**config.mk**
```make
export PLATFORM = sky130hd
export DESIGN_NAME = demux_chan_flat
export DESIGN_NICKNAME = d
export VERILOG_FILES = /design/src/rtl/demux_pkg.sv /design/src/rtl/demux_chan_if.sv /design/src/rtl/demux_seq_ptr.sv /design/src/rtl/demux_chan.sv /design/src/flat_wrapper.sv
export SDC_FILE = /design/constraint.sdc
export NUM_CORES = 1
export LEC_CHECK = 0
export ABC_AREA = 1
export CORE_AREA = 2 2 39 41
export DETAILED_ROUTE_END_ITERATION = 10
export DIE_AREA = 0 0 41 43
export PLACE_DENSITY_LB_ADDON = 0.3
export SLEW_MARGIN = 5
export SYNTH_ARGS = -nofsm -noshare
export SYNTH_HDL_FRONTEND = slang
export SYNTH_SLANG_ARGS = --single-unit
```
**constraint.sdc**
```tcl
create_clock -name inClk -period 1.1 [get_ports inClk]
set_input_delay 0.22 -clock inClk [delete_from_list [all_inputs] [get_ports inClk]]
set_output_delay 0.22 -clock inClk [all_outputs]
set_load 0.05 [all_outputs]
```
**src/rtl/demux_pkg.sv**
```systemverilog
// demux_chan shared types and defaults.
// Optional error counter: define DEMUX_ERR_CNT_EN.
package demux_pkg;

  typedef enum logic {
    MODE_ADDR = 1'b0,
    MODE_SEQ  = 1'b1
  } demux_mode_t;

  localparam int DEF_DATA_W = 1;
  localparam int DEF_N_CH   = 4;
  localparam int ERR_CNT_W  = 8;

  localparam logic [ERR_CNT_W-1:0] ERR_CNT_MAX = '1;

  function automatic logic [ERR_CNT_W-1:0] sat_inc(
    input logic [ERR_CNT_W-1:0] v
  );
    return (v == ERR_CNT_MAX) ? v : v + ERR_CNT_W'(1);
  endfunction

endpackage

```
**src/rtl/demux_chan_if.sv**
```systemverilog
// Sample/channel bundle between demux_chan and its neighbours.
// outErrCnt exists only when DEMUX_ERR_CNT_EN is defined.
interface demux_chan_if
  import demux_pkg::*;
#(
  parameter int DATA_W = DEF_DATA_W,
  parameter int N_CH   = DEF_N_CH
);
  localparam int SEL_W = $clog2(N_CH);

  logic [DATA_W-1:0]      inData;
  logic                   inValid;
  demux_mode_t            inMode;
  logic [SEL_W-1:0]       inSel;
  logic                   inSyncClr;
  logic [N_CH*DATA_W-1:0] outData;
  logic [N_CH-1:0]        outValid;
  logic [SEL_W-1:0]       outPtr;
  logic                   outWrap;
  logic                   outErr;
`ifdef DEMUX_ERR_CNT_EN
  logic [ERR_CNT_W-1:0]   outErrCnt;
`endif

  modport master (
    output inData,
    output inValid,
    output inMode,
    output inSel,
    output inSyncClr,
    input  outData,
    input  outValid,
    input  outPtr,
    input  outWrap,
`ifdef DEMUX_ERR_CNT_EN
    input  outErrCnt,
`endif
    input  outErr
  );

  modport slave (
    input  inData,
    input  inValid,
    input  inMode,
    input  inSel,
    input  inSyncClr,
    output outData,
    output outValid,
    output outPtr,
    output outWrap,
`ifdef DEMUX_ERR_CNT_EN
    output outErrCnt,
`endif
    output outErr
  );

endinterface

```
**src/rtl/demux_seq_ptr.sv**
```systemverilog
// Round-robin channel pointer with sync clear and wrap pulse.
module demux_seq_ptr
  import demux_pkg::*;
#(
  parameter  int N_CH  = DEF_N_CH,
  localparam int SEL_W = $clog2(N_CH)
) (
  input  logic             clk,
  input  logic             rst,
  input  logic             adv,
  input  logic             sync_clr,
  output logic [SEL_W-1:0] tgt,
  output logic [SEL_W-1:0] ptr,
  output logic             wrap
);

  localparam logic [SEL_W-1:0] LAST = SEL_W'(N_CH - 1);

  logic [SEL_W-1:0] ptr_q;
  logic [SEL_W-1:0] ptr_d;
  logic [SEL_W-1:0] base;
  logic             wrap_q;
  logic             wrap_d;

  always_ff @(posedge clk or posedge rst) begin
    if (rst) begin
      ptr_q  <= '0;
      wrap_q <= 1'b0;
    end else begin
      ptr_q  <= ptr_d;
      wrap_q <= wrap_d;
    end
  end

  // Sync clear redirects the current sample to channel 0 as well.
  always_comb begin
    base   = sync_clr ? '0 : ptr_q;
    ptr_d  = base;
    wrap_d = 1'b0;
    if (adv) begin
      wrap_d = (base == LAST);
      ptr_d  = (base == LAST) ? '0 : base + SEL_W'(1);
    end
  end

  assign tgt  = base;
  assign ptr  = ptr_q;
  assign wrap = wrap_q;

endmodule

```
**src/rtl/demux_chan.sv**
```systemverilog
// Registered 1:N sample demultiplexer, addressed or round-robin.
// Define DEMUX_ERR_CNT_EN to add the saturating outErrCnt output.
module demux_chan
  import demux_pkg::*;
#(
  parameter int DATA_W = DEF_DATA_W,
  parameter int N_CH   = DEF_N_CH
) (
  input logic         inClk,
  input logic         inRst,
  demux_chan_if.slave bus
);

  localparam int SEL_W = $clog2(N_CH);
  localparam logic [SEL_W-1:0] LAST = SEL_W'(N_CH - 1);

  logic                         seq_m;
  logic                         adv;
  logic                         drop;
  logic [SEL_W-1:0]             seq_tgt;
  logic [SEL_W-1:0]             target;
  logic [N_CH-1:0]              wr_en;
  logic [N_CH-1:0][DATA_W-1:0]  ch_q;
  logic [N_CH-1:0]              vld_q;
  logic                         err_q;

  assign seq_m = (bus.inMode == MODE_SEQ);
  assign adv   = bus.inValid && seq_m;
  // Only reachable when N_CH is not a power of two.
  assign drop  = bus.inValid && !seq_m && (bus.inSel > LAST);

  demux_seq_ptr #(
    .N_CH (N_CH)
  ) u_ptr (
    .clk      (inClk),
    .rst      (inRst),
    .adv      (adv),
    .sync_clr (bus.inSyncClr),
    .tgt      (seq_tgt),
    .ptr      (bus.outPtr),
    .wrap     (bus.outWrap)
  );

  always_comb begin
    target = seq_m ? seq_tgt : bus.inSel;
    wr_en  = '0;
    for (int k = 0; k < N_CH; k++) begin
      wr_en[k] = bus.inValid && !drop && (target == SEL_W'(k));
    end
  end

  always_ff @(posedge inClk or posedge inRst) begin
    if (inRst) begin
      ch_q  <= '0;
      vld_q <= '0;
      err_q <= 1'b0;
    end else begin
      vld_q <= wr_en;
      err_q <= drop;
      for (int k = 0; k < N_CH; k++) begin
        if (wr_en[k]) ch_q[k] <= bus.inData;
      end
    end
  end

  assign bus.outData  = ch_q;
  assign bus.outValid = vld_q;
  assign bus.outErr   = err_q;

`ifdef DEMUX_ERR_CNT_EN
  logic [ERR_CNT_W-1:0] err_cnt_q;

  // Counts alongside the registered outErr pulse.
  always_ff @(posedge inClk or posedge inRst) begin
    if (inRst)     err_cnt_q <= '0;
    else if (drop) err_cnt_q <= sat_inc(err_cnt_q);
  end

  assign bus.outErrCnt = err_cnt_q;
`endif

endmodule

```
**src/flat_wrapper.sv**
```systemverilog
// flat-port wrapper written by rule: the top's interface ports become plain ports
module demux_chan_flat import demux_pkg::*;
#(
  parameter int DATA_W = DEF_DATA_W,
  parameter int N_CH   = DEF_N_CH
)
  (inClk, inRst, bus_inData, bus_inValid, bus_inMode, bus_inSel, bus_inSyncClr, bus_outData, bus_outValid, bus_outPtr, bus_outWrap, bus_outErr);
  demux_chan_if #(.DATA_W(DATA_W), .N_CH(N_CH)) bus_i ();
  input logic inClk;
  input logic inRst;
  input wire logic [$bits(bus_i.inData)-1:0] bus_inData;
  input wire logic [$bits(bus_i.inValid)-1:0] bus_inValid;
  input wire logic [$bits(bus_i.inMode)-1:0] bus_inMode;
  input wire logic [$bits(bus_i.inSel)-1:0] bus_inSel;
  input wire logic [$bits(bus_i.inSyncClr)-1:0] bus_inSyncClr;
  output wire logic [$bits(bus_i.outData)-1:0] bus_outData;
  output wire logic [$bits(bus_i.outValid)-1:0] bus_outValid;
  output wire logic [$bits(bus_i.outPtr)-1:0] bus_outPtr;
  output wire logic [$bits(bus_i.outWrap)-1:0] bus_outWrap;
  output wire logic [$bits(bus_i.outErr)-1:0] bus_outErr;
  assign bus_i.inData = bus_inData;
  assign bus_i.inValid = bus_inValid;
  assign bus_i.inMode = bus_inMode;
  assign bus_i.inSel = bus_inSel;
  assign bus_i.inSyncClr = bus_inSyncClr;
  assign bus_outData = bus_i.outData;
  assign bus_outValid = bus_i.outValid;
  assign bus_outPtr = bus_i.outPtr;
  assign bus_outWrap = bus_i.outWrap;
  assign bus_outErr = bus_i.outErr;
  demux_chan #(.DATA_W(DATA_W), .N_CH(N_CH)) u_core (.inClk(inClk), .inRst(inRst), .bus(bus_i));
endmodule
```
==> metrics.md <==
| Metric | Value |
|---|---|
| Status | `complete, no violations` |
| Dominant cell type by area after synthesis | `dfrtp_1` |
| Post-route setup slack | `0.0201 ns` |
| Avg WL per Cell | `10.8 microns` |
| Post-Synth XOR/XNOR Area | `1.72%` |
| Global-route wire length before repair | `1620 microns` |
| Sw Share | `35.4%` |
| Initial Util | `36.9%` |
| Crit start category | `register` |
| Critical path capture point type | `output port` |
| Die H | `43 microns` |
| RSZ-0062 raised after global routing | `yes` |
| Tot GR Track Use | `14.3%` |
| Hpwl dp | `800 microns` |
| Max stage delay on crit path | `0.44 ns` |
| Post-synthesis adder-cell area fraction | `0%` |
| Clock network fraction of design power | `20.4%` |
| I/O Buffers | `18` |
| Iteration-0 DRC Markers | `12` |
| Leak Pwr | `0.427 nW` |
| Crit share post-route | `98.2%` |
| Max VDD drop | `0.842 mV` |
| Syn Inst Count | `53` |
| Initial antenna violation count | `0` |
| Fin Clk Skew | `0.00178 ns` |
| Internal Power | `844 uW` |
| Worst hold slack | `0.157 ns` |
| Core area | `0.00138 sq mm` |
| Inserted Clock Buffers | `3` |
| Worst Hold Class | `in -> async` |
| Arrival @ worst endpoint | `0.86 ns` |
| Final setup viols | `0` |
| Clock Tree Buf Depth | `2` |
| Worst path bufs/invs | `1` |
| Clock sink count | `11` |
| Syn_area_per_cell | `9.63 sq um` |
| Clock Latency Late Sink | `0.26 ns` |
| Total of max-cap violations | `0` |
| Drt via density | `4.66` |
| P per Cell Area | `1480 mW/mm^2` |
| Row count | `14` |
| NetSw | `462 uW` |
| Critical path class | `reg -> out` |
| Die width | `41 microns` |
| Wirelength, routed | `1000 microns` |
| Drt first pass iters | `4` |
| Final cell count without fillers | `93` |
| Min cycle time layout | `1.08 ns` |
| Sequential power share | `38.8%` |
| Layout area overhead | `73.3%` |
| CTS Hold Bufs | `0` |
| Die ar. | `0.00176 sq mm` |
| Nets@finish | `86` |
| Synth Cell Area | `510 sq um` |
| Fmax | `926 MHz` |
| Syn nets | `61` |
| Register area share after synthesis | `53.9%` |
| Final ANT Viol Nets | `0` |
| Post-CTS setup buffer count | `0` |
| Final Cell Area | `885 sq um` |
| Max-slew violations | `0` |
| Boundary Pins | `20` |
| Largest net degree at the start of global routing | `9` |
| CP max stage cell | `dfrtp_2` |
| Clock slew at reported path FFs | `0.06 ns` |
| Synth Register Bits | `11` |
| Comb power frac | `40.8%` |
| Dpl cells | `89` |
| Gr ovfl total | `0` |
| Post-route DRC violation count | `0` |
| Synth Area in Simple Gates | `32.6%` |
| Crit path max fanout | `3` |
| Share of cells above drive strength 1 | `42.9%` |
| Clock root cell | `clkbuf_4` |
| Hold Fails Final Rpt | `0` |
| Post-synthesis mux area share | `0%` |
| Crit path required time | `0.88 ns` |
| Number of diodes | `0` |
| Synth area leaders | `dfrtp_1 54%, nand2_1 11%, nor2_4 4.4%` |
| Vias in the first global route | `405` |
| Commonest cells after routing, fill and taps aside | `12 x nand2_1, 11 x buf_12, 9 x dfrtp_1` |
| Largest family of logic cells by synthesized area | `simple AND/OR/NAND/NOR gates` |
| TritonCTS clock tree | `done` |
| CP cell instances | `buf_12` |
| Placed cell area | `843 sq um` |
| H-tree levels | `1` |
| Crit path max-delay family | `flip-flops` |
| Ys Warns | `0` |
| DP Worst Slack | `-0.361 ns` |
| GP Congestion | `0.750` |
| Commonest non-fill, non-tap cell in the layout | `nand2_1` |
| Vias | `433` |
| Unique cell type count in the Yosys netlist | `18` |
| Yosys top cell area share | `53.9%` |
| Synth Area in Compound Gates | `4.41%` |
| Post-route setup TNS | `0 ns` |
==> state kept, by name (all words and copies together) (netlist names) <==
| name | count |
|---|---|
| u_core.u_ptr.wrap | 1 |
| u_core.bus.outData | 4 |
| u_core.u_ptr.ptr | 2 |
| u_core.bus.outValid | 4 |
==> cell usage after synthesis (all sizes together) <==
cell type / instances
or2: 1
conb: 1
nor2: 3
nand3: 5
o21bai: 2
buf: 1
xor2: 1
nor3: 1
nand2: 17
dfrtp: 11
inv: 7
nand4: 2
o21a: 1
==> through the flow <==
step / utilization, % / total power [mW]
finish: 63.9 / 1.31
global route: 63.9 / 1.37
CTS: 62.7 / 1.31
detailed placement: 60.9 / 1.04
global placement: 60.9 / 1.04
floorplan: - / 0.759
==> layer usage <==
layer	vias to the layer above	part of all wire [%]	global-route usage (%)
met5	-	0	0
met4	0	3.7	12.0
met3	4	6.3	3.14
met2	18	48	19.1
met1	200	42	18.6
li1	211	-	-
==> worst paths after layout <==
path	start	endpoint	slack (ns)	depth (start not counted)
worst max-delay path	u_core.u_ptr.ptr[0]	bus_outPtr[0]	0.02	1
worst min-delay path	inRst	u_core.u_ptr.wrap	0.16	2
worst max register to register	u_core.u_ptr.ptr[1]	u_core.bus.outData[0]	0.08	4
worst min register to register	u_core.bus.outData[2]	u_core.bus.outData[2]	0.55	2
max in group asynchronous	inRst	u_core.bus.outValid[2]	0.62	3
min in group inClk	bus_inMode	u_core.u_ptr.wrap	0.51	3
==> power groups by stage <==
stage                     clock network [mW]  logic [mW]  registers (mW)
after floorplan                            0       0.105           0.653
after global placement                     0       0.523           0.513
after detailed placement                   0       0.527           0.517
after CTS                              0.270       0.530           0.509
after global routing                   0.297       0.563           0.512
final                                  0.266       0.533           0.507
==> layout make-up <==
cell class | instances | area, sq um
fill | 112 | 499
tap | 16 | 20.0
sequential | 11 | 278
clock buffer | 4 | 26.3
inverter | 7 | 26.3
multi-input combinational | 34 | 219
timing repair buffer | 21 | 315
==> what timing repair did <==
item                       4_1_cts  5_1_grt
resized for setup                1        4
setup endpoints to repair        4        4
pin swaps                        0        2
==> logic make-up after synthesis <==
group | count (synthesis)
flops | 11
xor+xnor | 1
compound gates | 3
other cells | 1
buf+inv | 8
simple gates | 29
(Power assumes the default switching activity.)
